<file path="src/rtl/dac_output_conditioner.sv">
// Per-channel offset, min/max clamp and slew limit ahead of the AD9117 DAC driver; 3-stage pipeline.
// Optional saturation counters at 0xA/0xB are built when DAC_COND_SAT_CNT_EN is defined.
module dac_output_conditioner #(
    parameter logic [7:0] GET_PREFIX = 8'h22,
    parameter logic [7:0] SET_PREFIX = 8'h23,
    parameter logic [1:0] CTRL_RESET = 2'b11
) (
    input  logic               clk_in,
    input  logic               rst_in,
    input  logic               cmd_trig_in,
    input  logic [15:0]        cmd_addr_in,
    input  logic [15:0]        cmd_data_in,
    output logic [15:0]        cmd_data_out,
    input  logic signed [15:0] ch0_in,
    input  logic signed [15:0] ch1_in,
    output logic signed [15:0] DAC0_out,
    output logic signed [15:0] DAC1_out,
    output logic [1:0]         sat_out
);
    localparam int DATA_W = 16;
    localparam int SUM_W  = DATA_W + 1;

    logic signed [DATA_W-1:0] offset_r [2];
    logic signed [DATA_W-1:0] min_r [2];
    logic signed [DATA_W-1:0] max_r [2];
    logic [DATA_W-1:0]        step_r [2];
    logic [1:0]               ctrl_r;
    logic [1:0]               status_r;
    logic [15:0]              sat_cnt_rd [2];
    logic [15:0]              rd_data;

    logic signed [DATA_W-1:0] ch_in [2];
    logic signed [SUM_W-1:0]  sum_p0 [2];
    logic signed [DATA_W-1:0] clamp_v [2];
    logic [1:0]               clamp_hit;
    logic signed [DATA_W-1:0] target_p1 [2];
    logic [1:0]               sat_p1;
    logic signed [DATA_W-1:0] out_p2 [2];
    logic [1:0]               sat_p2;

    logic       set_hit;
    logic       get_hit;
    logic [3:0] idx;
    logic [1:0] status_clr;
    logic       unused_addr_bits;

    assign set_hit    = cmd_trig_in && (cmd_addr_in[15:8] == SET_PREFIX);
    assign get_hit    = cmd_trig_in && (cmd_addr_in[15:8] == GET_PREFIX);
    assign idx        = cmd_addr_in[3:0];
    assign status_clr = (set_hit && idx == 4'h9) ? cmd_data_in[1:0] : 2'b00;
    assign unused_addr_bits = ^cmd_addr_in[7:4];

    assign ch_in[0] = ch0_in;
    assign ch_in[1] = ch1_in;

    // MAX is applied before MIN, so an inverted window resolves to MIN.
    function automatic logic signed [DATA_W-1:0] clamp_fn(
        input logic signed [SUM_W-1:0]  sum,
        input logic signed [DATA_W-1:0] lo,
        input logic signed [DATA_W-1:0] hi
    );
        logic signed [SUM_W-1:0] t;
        logic signed [SUM_W-1:0] lo_x;
        logic signed [SUM_W-1:0] hi_x;
        lo_x = {lo[DATA_W-1], lo};
        hi_x = {hi[DATA_W-1], hi};
        t = sum;
        if (t > hi_x) t = hi_x;
        if (t < lo_x) t = lo_x;
        return t[DATA_W-1:0];
    endfunction

    // Moves at most one step toward target; the difference is taken in 17 bits so it never wraps.
    function automatic logic signed [DATA_W-1:0] slew_fn(
        input logic signed [DATA_W-1:0] target,
        input logic signed [DATA_W-1:0] cur,
        input logic [DATA_W-1:0]        step
    );
        logic [DATA_W-1:0]       st;
        logic signed [SUM_W-1:0] s;
        logic signed [SUM_W-1:0] d;
        logic signed [SUM_W-1:0] cur_x;
        logic signed [SUM_W-1:0] r;
        st    = step[DATA_W-1] ? 16'h7FFF : step;
        s     = {1'b0, st};
        cur_x = {cur[DATA_W-1], cur};
        d     = {target[DATA_W-1], target} - cur_x;
        r     = {target[DATA_W-1], target};
        if (st != '0) begin
            if (d > s)       r = cur_x + s;
            else if (d < -s) r = cur_x - s;
        end
        return r[DATA_W-1:0];
    endfunction

    always_comb begin
        for (int c = 0; c < 2; c++) begin
            clamp_v[c]   = clamp_fn(sum_p0[c], min_r[c], max_r[c]);
            clamp_hit[c] = ({clamp_v[c][DATA_W-1], clamp_v[c]} != sum_p0[c]);
        end
    end

    always_ff @(posedge clk_in) begin
        if (!rst_in) begin
            for (int c = 0; c < 2; c++) begin
                offset_r[c] <= '0;
                min_r[c]    <= 16'sh8000;
                max_r[c]    <= 16'sh7FFF;
                step_r[c]   <= '0;
            end
            ctrl_r   <= CTRL_RESET;
            status_r <= '0;
        end else begin
            if (set_hit && !idx[3]) begin
                case (idx[1:0])
                    2'd0:    offset_r[idx[2]] <= cmd_data_in;
                    2'd1:    min_r[idx[2]]    <= cmd_data_in;
                    2'd2:    max_r[idx[2]]    <= cmd_data_in;
                    default: step_r[idx[2]]   <= cmd_data_in;
                endcase
            end
            if (set_hit && idx == 4'h8) ctrl_r <= cmd_data_in[1:0];
            // A new saturation event overrides a simultaneous clear.
            status_r <= (status_r & ~status_clr) | sat_p1;
        end
    end

`ifdef DAC_COND_SAT_CNT_EN
    logic [15:0] sat_cnt_r [2];

    always_ff @(posedge clk_in) begin
        if (!rst_in) begin
            sat_cnt_r[0] <= '0;
            sat_cnt_r[1] <= '0;
        end else begin
            for (int c = 0; c < 2; c++) begin
                if (set_hit && idx == (4'hA + 4'(c)))
                    sat_cnt_r[c] <= '0;
                else if (sat_p1[c] && sat_cnt_r[c] != 16'hFFFF)
                    sat_cnt_r[c] <= sat_cnt_r[c] + 16'd1;
            end
        end
    end

    assign sat_cnt_rd[0] = sat_cnt_r[0];
    assign sat_cnt_rd[1] = sat_cnt_r[1];
`else
    assign sat_cnt_rd[0] = '0;
    assign sat_cnt_rd[1] = '0;
`endif

    always_comb begin
        rd_data = '0;
        if (!idx[3]) begin
            case (idx[1:0])
                2'd0:    rd_data = offset_r[idx[2]];
                2'd1:    rd_data = min_r[idx[2]];
                2'd2:    rd_data = max_r[idx[2]];
                default: rd_data = step_r[idx[2]];
            endcase
        end else begin
            case (idx[2:0])
                3'd0:    rd_data = {14'd0, ctrl_r};
                3'd1:    rd_data = {14'd0, status_r};
                3'd2:    rd_data = sat_cnt_rd[0];
                3'd3:    rd_data = sat_cnt_rd[1];
                default: rd_data = '0;
            endcase
        end
    end

    always_ff @(posedge clk_in) begin
        if (!rst_in)      cmd_data_out <= '0;
        else if (get_hit) cmd_data_out <= rd_data;
    end

    always_ff @(posedge clk_in) begin
        if (!rst_in) begin
            for (int c = 0; c < 2; c++) begin
                sum_p0[c]    <= '0;
                target_p1[c] <= '0;
                out_p2[c]    <= '0;
            end
            sat_p1 <= '0;
            sat_p2 <= '0;
        end else begin
            for (int c = 0; c < 2; c++) begin
                // Stage 1: offset add
                sum_p0[c]    <= {ch_in[c][DATA_W-1], ch_in[c]} + {offset_r[c][DATA_W-1], offset_r[c]};
                // Stage 2: clamp / channel enable
                target_p1[c] <= ctrl_r[c] ? clamp_v[c] : '0;
                sat_p1[c]    <= ctrl_r[c] && clamp_hit[c];
                // Stage 3: slew limit
                out_p2[c]    <= slew_fn(target_p1[c], out_p2[c], step_r[c]);
            end
            sat_p2 <= sat_p1;
        end
    end

    assign DAC0_out = out_p2[0];
    assign DAC1_out = out_p2[1];
    assign sat_out  = sat_p2;

endmodule

</file>
<file path="config.mk">
export PLATFORM = sky130hd
export DESIGN_NAME = dac_output_conditioner
export DESIGN_NICKNAME = d
export VERILOG_FILES = /design/src/rtl/dac_output_conditioner.sv
export SDC_FILE = /design/constraint.sdc
export NUM_CORES = 1
export LEC_CHECK = 0
export BUFFER_PORTS_ARGS = -buffer_cell sky130_fd_sc_hd__buf_2
export CAP_MARGIN = 20
export CORE_ASPECT_RATIO = 1.4
export CORE_MARGIN = 10
export CORE_UTILIZATION = 40
export CTS_BUF_LIST = sky130_fd_sc_hd__clkbuf_4 sky130_fd_sc_hd__clkbuf_8
export DETAILED_ROUTE_END_ITERATION = 8
export PLACE_DENSITY = 0.67
export SLEW_MARGIN = 20
export SYNTH_ARGS = -nofsm -noshare
export SYNTH_HDL_FRONTEND = slang
export SYNTH_SLANG_ARGS = --single-unit
</file>
<file path="constraint.sdc">
create_clock -name clk_in -period 4.6 [get_ports clk_in]
set_input_delay 0.92 -clock clk_in [delete_from_list [all_inputs] [get_ports clk_in]]
set_output_delay 0.92 -clock clk_in [all_outputs]
set_load 0.01 [all_outputs]
</file>
# Word-level counts from Yosys, hierarchy flattened
# Memories as Yosys holds them, arrays and structs flattened.
# Index checks and enable logic that the tools add are counted.
classes:
  n_reduce_logical: 17
  div_mod_pow: 0
  n_addsub: 10
  bitwise: 9
  magnitude_cmp: 8
  mul: 0
  n_shift: 0
  eq_ne: 9
  n_mux: 56
op_table:
  columns: ["cell", "count"]
  rows:
  - ["two-way mux 16 bit", 21]
  - ["greater-than comparator 17 x 16 -> 1 bit", 4]
  - ["two-way mux 17 bit", 4]
  - ["OR reduction 16 bit", 4]
  - ["one-hot mux 16 bit (3 select lines)", 1]
  - ["adder 16 x 16 -> 17 bit", 2]
  - ["less-than comparator 17 x 16 -> 1 bit", 2]
  - ["less-than comparator 17 bit", 2]
  - ["inequality test 17 bit", 2]
  - ["negator 15 -> 17 bit", 2]
  - ["subtractor 16 x 16 -> 17 bit", 2]
  - ["adder 16 bit", 2]
  - ["nonzero test 16 bit", 2]
  - ["subtractor 16 bit", 2]
  - ["two-way mux 15 bit", 2]
  - ["two-way mux 1 bit", 26]
  - ["equality test 8 x 6 -> 1 bit (second input constant)", 2]
  - ["equality test 4 bit (second input constant)", 2]
  - ["logical AND 1 bit", 7]
  - ["bitwise OR 1 bit", 6]
  - ["one-hot mux 2 bit (2 select lines)", 1]
  - ["equality test 3 x 1 -> 1 bit (second input constant)", 1]
  - ["zero test 3 bit", 1]
  - ["OR reduction 3 bit", 1]
  - ["8 further kinds", 8]
word_totals:
  romBits: 0
  regBits: 24
  in_bits: 67
  mem_count: 7
  latch_bits: 0
  wordCells: 121
  mem_bits_rw: 226
memory_table:
  columns: ["name", "depth", "width", "rd", "rd_clocked_by_memory_dff", "wr", "line", "rtl"]
  rows:
  - ["sum_p0", 2, 17, 2, 0, 2, "33", "logic signed [SUM_W-1:0] sum_p0 [2];"]
  - ["max_r", 2, 16, 3, 0, 2, "25", "logic signed [DATA_W-1:0] max_r [2];"]
  - ["min_r", 2, 16, 3, 0, 2, "24", "logic signed [DATA_W-1:0] min_r [2];"]
  - ["offset_r", 2, 16, 3, 0, 2, "23", "logic signed [DATA_W-1:0] offset_r [2];"]
  - ["out_p2", 2, 16, 2, 0, 2, "38", "logic signed [DATA_W-1:0] out_p2 [2];"]
  - ["step_r", 2, 16, 3, 0, 2, "26", "logic [DATA_W-1:0] step_r [2];"]
  - ["1 more memories", null, null, null, null, null, null, null]

# Longest topological paths before layout
# Gate-level depths: netlist (run 1).
# An unclocked memory read counts as a cell.
depth:
  ltp_word: 9
  depth_mapped: 26
  depth_no_buf: 25

# Least setup slack after synthesis (run 1)
# OpenSTA, ideal clock, no wires.
synth_timing:
  path_kind: "register to register"
  startpoint: "memory max_r[1][14]"
  endpoint: "register sat_p1[1]"
  path_stages_with_launch: 24
  path_slack_ns: -0.477
  arrival_time_ns: 4.940
  path_cell_list: "edfxtp_1 -> inv_1 -> ha_1 -> a21o_1 -> a211oi_1 -> o211ai_1 -> a31o_1 -> a31o_1 -> clkbuf_1 -> buf_1 -> mux2_2 -> ha_1 -> a21o_1 -> a21o_1 -> a2111oi_0 -> o21bai_1 -> a211oi_2 -> nand3_1 -> o211ai_2 -> mux2_1 -> buf_4 -> mux2i_1 -> mux2i_1 -> a41oi_1"
synth_rtl:
  columns: ["element", "line", "rtl"]
  rows:
  - ["start: declaration", "25", null]
  - ["end signal: indexed assignment", "192", "sat_p1[c] <= ctrl_r[c] && clamp_hit[c];"]
  - ["end: declaration", "37", "logic [1:0] sat_p1;"]

==> flow_metrics.py, run 1 <==
metrics = {
    "placement": {
        "place_congestion": 1.011,
        "dp.cells": 3425,
        "dp_hpwl_um": 60840,
        "place.port_buffers": 112,
        "place_area_mm2": 0.02414,
        "place_ws_ns": -0.3405,
    },
    "pwr": {
        "p_comb_share_pct": 69.4,
        "clkPwrFrac_pct": 13.2,
        "p_int_uw": 9446,
        "total_leakage_power_uw": 0.01168,
        "p_seq_share_pct": 17.3,
        "p_switching_uw": 7615,
        "power_density_mw_per_mm2": 646.3,
        "total_power_uw": 17060,
        "p_sw_share_pct": 44.63,
        "peakVddDrop_v": 0.0004051,
    },
    "setup_path": {
        "worstSetupStartpointType": "flip-flop",
        "crit_required_ns": 5.01,
        "regToRegSetupSlack_ns": -0.19,
        "critPathCaptureType": "flip-flop",
        "crit_type": "reg2reg",
        "crit_path_start": "max_r[1][2]",
        "cpPeakStageDelay_ns": 0.42,
        "r2r-start": "max_r[1][2]",
        "arrival_ns": 5.20,
        "critPathTopFamily": "compound AO/OA/AOI/OAI gates",
        "crit_buf_inv": 3,
        "crit_chain": "inv_2 -> ha_4 -> a21o_1 -> a21o_1 -> a211oi_2 -> o21ai_2 -> a31o_4 -> buf_12 -> mux2_4 -> ha_4 -> a21o_1 -> a21o_1 -> a2111oi_4 -> o21bai_1 -> a211oi_2 -> buf_4 -> nand4b_1 -> o211ai_2 -> mux2_4 -> mux2i_4 -> mux2i_1 -> a41oi_1",
        "path_common_cell": "a21o_1",
        "crit_slowest_cell": "edfxtp_1",
        "cp_max_fo": 8,
    },
    "floorplanning": {
        "std_cell_rows": 99,
        "core_mm2": 0.05227,
        "fp.dieArea_mm2": 0.06266,
        "num_io_pins": 117,
        "fp.dieH_um": 292.2,
        "die_w_um": 214.4,
        "start_util_pct": 40.50,
    },
    "sta": {
        "max_freq_mhz": 208.9,
        "setup_violations": 26,
        "relSlewSlack_pct": 27.19,
        "finalClockSkew_ns": 0.02353,
        "period_minus_slack_ns": 4.786,
        "max_slew.worst_pin.slew_ns": 1.088,
        "timing.final.crit_share_pct": 104.1,
        "final-max-slew-violation-count": 0,
        "rsz0062_at_grt": "yes",
        "fin_ws_ns": -0.1864,
        "finalHoldViolCount": 0,
    },
    "global_routing": {
        "globalRouteTotalUtil_pct": 23.59,
        "grt_overflow": 0,
        "grt_pass1_wl_um": 116700,
        "grt_pass1_vias": 20606,
        "antenna_found_initial": 3,
        "grt_max_degree": 62,
    },
    "clock_network": {
        "htreeDepth": 2,
        "cts_buffer_depth": 3,
        "cts_tree": "built",
        "cts_buffers": 42,
        "holdBufCountCts": 0,
        "cts_root_buf": "clkbuf_8",
        "clkSinkCount": 250,
        "clock_latency_ns": 0.58,
        "cts.reportedPaths.clkPinSlew_ns": 0.06,
    },
    "worst_hold_path": {
        "min-delay-start": "status_r[1]",
        "hold_class": "reg2reg",
    },
    "detailed_routing": {
        "num_vias": 20698,
        "firstDrtPassIters": 5,
        "drc": 0,
        "wl_per_cell_um": 22.05,
        "final_antenna_net_count": 0,
        "vias_per_cell": 5.832,
        "wl_um": 78260,
        "drt_iter0_markers": 1580,
    },
    "status": {
        "failed_checks": "negative setup slack",
        "status": "finished, violations left",
    },
    "cells_and_area": {
        "finalNonFillerCells": 3549,
        "postLayoutCellArea_mm2": 0.02640,
        "drive_gt1_share_pct": 25.17,
        "post-route-util_pct": 50.50,
        "syn_to_final_growth_pct": 24.69,
        "fin_nets": 3137,
    },
    "flow_run": {
        "maxCapViolCount": 0,
    },
    "logic_synthesis": {
        "postSynth.asyncResetShare_pct": 0,
        "synthesis.area_mm2": 0.02117,
        "yosysWarningCount": 0,
        "ys_types": 99,
        "synth-edff-count": 128,
        "seq_area_frac_synth_pct": 29.69,
        "synth_ff_type": "edfxtp_1",
        "synthesis.instances": 2460,
        "synth-seq-cells": 250,
        "syn-num-nets": 2789,
        "syn_area_per_cell_um2": 8.606,
    },
}
worst min-delay path, delay by kind of cell, from the launching register on:
family           cells  cell delay (ns)
AO/OA/AOI/OAI        1             0.06
flip-flops           1             0.33
AND/OR/NAND/NOR      1             0.07
cells in the mapped netlist (all sizes together), types with 16 or more instances:
| library cell | n | area, um^2 |
|---|---|---|
| nand2 | 122 | 460.5 |
| nand2b | 65 | 409.1 |
| o211ai | 21 | 162.6 |
| nand3 | 38 | 190.2 |
| ha | 254 | 3178 |
| a21oi | 153 | 780.8 |
| nand4 | 25 | 156.4 |
| o221ai | 16 | 140.1 |
| nor2b | 43 | 269.0 |
| nor2 | 272 | 1028 |
| a211o | 16 | 140.1 |
| xnor2 | 79 | 691.9 |
| o21ai | 103 | 526.8 |
| o21a | 21 | 157.7 |
| and2 | 65 | 406.6 |
| or3 | 25 | 156.4 |
| dfxtp | 122 | 2442 |
| a22oi | 31 | 232.7 |
| inv | 192 | 720.7 |
| a21o | 53 | 397.9 |
| mux2 | 29 | 326.6 |
| or2 | 21 | 131.4 |
| clkbuf | 72 | 270.3 |
| o21bai | 23 | 172.7 |
| edfxtp | 128 | 3844 |
| and3 | 66 | 412.9 |
| buf | 22 | 108.9 |
| a211oi | 46 | 355.3 |
| mux2i | 28 | 280.3 |
| xor2 | 30 | 262.8 |
| nor3 | 70 | 355.3 |
power groups by stage:
stage               logic, uW  clock network, uW  registers, uW
floorplan                5990                  0           2940
global placement         9290                  0           2970
detailed placement       9530                  0           2980
CTS                      9980               2290           2930
global route            12800               2390           2970
finish                  11800               2260           2950
cell families after synthesis:
family | Yosys count | share of synthesized area [%]
muxes | 65 | 3.717
adders and majority gates | 262 | 15.77
xor gates and xnor gates | 109 | 4.509
and+or+nand+nor | 847 | 20.04
buffers and inverters | 290 | 5.313
DFF | 250 | 29.69
AOI/OAI and AO/OA | 637 | 20.96
metrics by stage:
step | hold WS, ns | TNS, ns
6_report | 0.4969 | -2.024
5_1_grt | 0.5161 | -10.47
4_1_cts | 0.4889 | -0.3846
3_5_place_dp | 0.4797 | -8.641
3_3_place_gp | 0.4630 | -4.710
2_1_floorplan | 0.4285 | -0.07208
registers in the layout (all words and copies together) (netlist names):
| name | count |
|---|---|
| max_r | 32 |
| ctrl_r | 2 |
| sat_p1 | 2 |
| out_p2 | 32 |
| offset_r | 32 |
| step_r | 32 |
| status_r | 2 |
| sum_p0 | 34 |
| cmd_data_out | 16 |
| min_r | 32 |
| sat_out | 2 |
| target_p1 | 32 |
cell type report:
class / instances / area [um^2]
clock inverters: 17 / 207.7
flip-flops and latches: 250 / 6294
fillers: 4967 / 25870
well taps: 707 / 884.6
clock buffers: 60 / 732.0
diodes: 1 / 2.502
multi-input cells: 1920 / 14690
repair buffers: 398 / 2845
inverters: 196 / 745.7
cells in the final DEF (no fill, tap or decap), types with 69 or more instances in the layout:
cell type,count
ha_1,242
inv_1,174
buf_2,112
edfxtp_1,128
o21ai_0,69
nand2_1,118
buf_4,257
nor2_1,261
dfxtp_1,116
a21oi_1,127
xnor2_1,76
final timing paths:
path | end | cells after the start
worst max-delay path | sat_p1[1] | 22
worst min register to register | status_r[1] | 2
worst max register to register | sat_p1[1] | 22
worst min-delay path | status_r[1] | 2
repair_timing:
action | in CTS | in global routing
buffers inserted | 18 | 29
pin swaps | 32 | 121
resized for setup | 48 | 182
gates cloned | 1 | 0
endpoints found under the setup margin | 53 | 66
routing by layer:
| metal | part of all wire [%] | up-vias | wire length [um] | GRT usage (%) |
|---|---|---|---|---|
| met5 | 0 | - | 0 | 0 |
| met2 | 48 | 867 | 37820 | 40.89 |
| li1 | - | 9661 | - | - |
| met1 | 38 | 9916 | 29990 | 26.75 |
| met4 | 7.3 | 0 | 5684 | 16.12 |
| met3 | 6.1 | 254 | 4759 | 2.961 |
Power figures use the tool's default switching activity.
==> run 2, diff against run 1 <==
--- a/config.mk
+++ b/config.mk
@@ -5,13 +5,14 @@
 export SDC_FILE = /design/constraint.sdc
 export NUM_CORES = 1
 export LEC_CHECK = 0
-export BUFFER_PORTS_ARGS = -buffer_cell sky130_fd_sc_hd__buf_2
+export BUFFER_PORTS_ARGS = -buffer_cell sky130_fd_sc_hd__buf_4
 export CAP_MARGIN = 20
 export CORE_ASPECT_RATIO = 1.4
 export CORE_MARGIN = 10
 export CORE_UTILIZATION = 40
 export CTS_BUF_LIST = sky130_fd_sc_hd__clkbuf_4 sky130_fd_sc_hd__clkbuf_8
 export DETAILED_ROUTE_END_ITERATION = 8
+export GPL_TIMING_DRIVEN = 0
 export PLACE_DENSITY = 0.67
 export SLEW_MARGIN = 20
 export SYNTH_ARGS = -nofsm -noshare
==> run 2 against run 1 <==
Effect of this change: the run still ends with negative setup slack left; register-to-register slack worse by 0.29 ns; cell area up 1.2%; wire length up 8.0%; fmax down 5.7%; setup slack worse by 0.29 ns; die area unchanged; final cell count down 1.2%; global-route usage up 2.1 points; first-iteration DRC count up 13%; critical endpoint unchanged; largest power group unchanged.
==> flow_metrics.py, run 2 (synthesis gave the netlist of run 1 again) <==
metrics = {
    "status": {
        "status": "finished, violations left",
        "failed_checks": "negative setup slack",
    },
    "placement": {
        "place.port_buffers": 108,
        "dp_hpwl_um": 63700,
        "place_area_mm2": 0.02297,
        "place_congestion": 0.9960,
        "place_ws_ns": -1.185,
    },
    "clock_network": {
        "cts.reportedPaths.clkPinSlew_ns": 0.07,
        "clkSinkCount": 250,
        "cts_tree": "built",
        "cts_buffers": 42,
        "cts_root_buf": "clkbuf_8",
        "holdBufCountCts": 0,
        "htreeDepth": 2,
        "cts_buffer_depth": 3,
        "clock_latency_ns": 0.59,
    },
    "setup_path": {
        "r2r-start": "max_r[1][15]",
        "crit_type": "reg2reg",
        "crit_chain": "inv_2 -> ha_4 -> nand4_1 -> nor2_1 -> nand3_1 -> a31o_1 -> a31o_1 -> buf_8 -> buf_8 -> mux2_4 -> ha_4 -> a21o_1 -> a21o_1 -> a2111oi_4 -> o21bai_1 -> a211oi_2 -> nand3_2 -> o211ai_4 -> mux2_4 -> mux2i_4 -> mux2i_2 -> a41oi_2",
        "cp_max_fo": 6,
        "crit_slowest_cell": "edfxtp_1",
        "crit_buf_inv": 3,
        "crit_required_ns": 5.04,
        "arrival_ns": 5.52,
        "crit_path_start": "max_r[1][15]",
        "worstSetupStartpointType": "flip-flop",
        "cpPeakStageDelay_ns": 0.48,
        "critPathTopFamily": "compound AO/OA/AOI/OAI gates",
        "rr_worst_depth": 22,
        "critPathCaptureType": "flip-flop",
        "worstSetupPathDepth": 22,
    },
    "cells_and_area": {
        "regMostFlops": "sum_p0",
        "final_common_cell": "nor2_1",
        "mostFrequentLayoutCells": "nor2_1 (248), buf_4 (237), ha_1 (232)",
        "largest_register_ffs": 34,
        "postLayoutCellArea_mm2": 0.02672,
        "drive_gt1_share_pct": 24.50,
        "fin_nets": 3095,
        "fillCellCount": 4975,
        "syn_to_final_growth_pct": 26.19,
        "post-route-util_pct": 51.11,
    },
    "sta": {
        "holdWs_ns": 0.4853,
        "relSlewSlack_pct": 14.40,
        "rsz0062_at_grt": "yes",
        "timing.final.crit_share_pct": 110.3,
        "fin_tns_setup_ns": -6.947,
        "final-max-slew-violation-count": 0,
        "setup_violations": 39,
        "period_minus_slack_ns": 5.073,
        "finalClockSkew_ns": 0.02509,
        "fin_ws_ns": -0.4732,
        "max_freq_mhz": 197.1,
        "max_slew.worst_pin.slew_ns": 1.284,
        "finalHoldViolCount": 0,
    },
    "global_routing": {
        "grt_max_degree": 17,
        "use_met3_pct": 3.301,
        "grt_overflow": 0,
        "antenna_found_initial": 4,
        "globalRouteTotalUtil_pct": 25.68,
        "grtUsageMet1_pct": 29.83,
        "grt_pass1_wl_um": 124300,
        "grt_pass1_vias": 20503,
        "gr-usage-met2_pct": 44.52,
        "busiest_layer": "met2",
    },
    "worst_hold_path": {
        "hold_class": "reg2reg",
        "min-delay-start": "cmd_data_out[10]",
        "holdPathStages": 2,
    },
    "pwr": {
        "power_density_mw_per_mm2": 656.4,
        "p_switching_uw": 7958,
        "clkPwrFrac_pct": 13.3,
        "total_leakage_power_uw": 0.01138,
        "p_int_uw": 9579,
        "p_seq_share_pct": 17.6,
        "p_comb_share_pct": 69.1,
        "p_sw_share_pct": 45.38,
        "peakVddDrop_v": 0.0004771,
    },
    "detailed_routing": {
        "wl_um": 84550,
        "wl_per_cell_um": 24.10,
        "final_antenna_net_count": 0,
        "drt_iter0_markers": 1787,
        "firstDrtPassIters": 5,
        "drc": 0,
        "num_vias": 20692,
        "vias_per_cell": 5.899,
    },
    "floorplanning": {
        "std_cell_rows": 99,
        "fp.dieArea_mm2": 0.06266,
        "start_util_pct": 40.50,
        "num_io_pins": 117,
        "die_w_um": 214.4,
        "fp.dieH_um": 292.2,
        "core_mm2": 0.05227,
    },
    "flow_run": {
        "maxCapViolCount": 0,
    },
}
run 2: cell count changes in the layout (fill, tap and decap cells not counted), moves of 10 or more:
cell and delta:
buf_2 -105, a21oi_1 -15, ha_1 -10, a21oi_2 +13, clkbuf_1 +54, buf_4 -20
nor2_1 -13
run 2: worst reg2reg max path: stages (launching register included):
cell	delay (ns)
edfxtp_1	0.48
inv_2	0.09
ha_4	0.29
nand4_1	0.10
nor2_1	0.15
nand3_1	0.11
a31o_1	0.22
a31o_1	0.23
buf_8	0.16
buf_8	0.14
mux2_4	0.34
ha_4	0.16
a21o_1	0.15
a21o_1	0.20
a2111oi_4	0.28
o21bai_1	0.13
a211oi_2	0.28
nand3_2	0.15
o211ai_4	0.23
mux2_4	0.37
mux2i_4	0.20
mux2i_2	0.31
a41oi_2	0.18
run 2: cell type report:
| cell class | count | area [um^2] | area share (%) |
|---|---|---|---|
| plain buffers | 87 | 479.2 | 1.794 |
| inverters | 196 | 759.5 | 2.843 |
| diodes | 1 | 2.502 | 0.009367 |
| clock buffers | 58 | 735.7 | 2.754 |
| repair buffers | 268 | 2207 | 8.262 |
| multi-input cells | 1921 | 15100 | 56.53 |
| flip-flops and latches | 250 | 6315 | 23.64 |
| well taps | 707 | 884.6 | 3.311 |
| clock inverters | 20 | 229.0 | 0.8571 |
run 2: final timing paths:
kind / endpoint / slack, ns
max reg2reg: sat_p1[1] / -0.47
max: sat_p1[1] / -0.47
min: cmd_data_out[10] / 0.49
min reg2reg: cmd_data_out[10] / 0.49
run 2: metrics by stage:
step	total power, uW	cells
after floorplan	8933	2460
after global placement	11190	3275
after detailed placement	11370	3275
after CTS	15860	3443
after global routing	18610	3508
final	17540	3508
run 2: power by group through the flow:
stage	logic, uW	registers (uW)	clock network [uW]
global placement	8090	3110	0
CTS	10400	3060	2360
floorplan	5990	2940	0
global route	13100	3100	2450
detailed placement	8260	3110	0
finish	12100	3090	2330
run 2: timing repair:
item	4_1_cts	5_1_grt
cloned	3	1
pin swaps	81	120
setup endpoints to repair	66	66
resized for setup	187	195
buffers inserted	91	69
run 2: metal layers:
layer  vias up  wire (um)
li1       9584          -
met1      9895      32350
met3       274       5550
met4         4       5739
met2       935      40880
met5         -         33
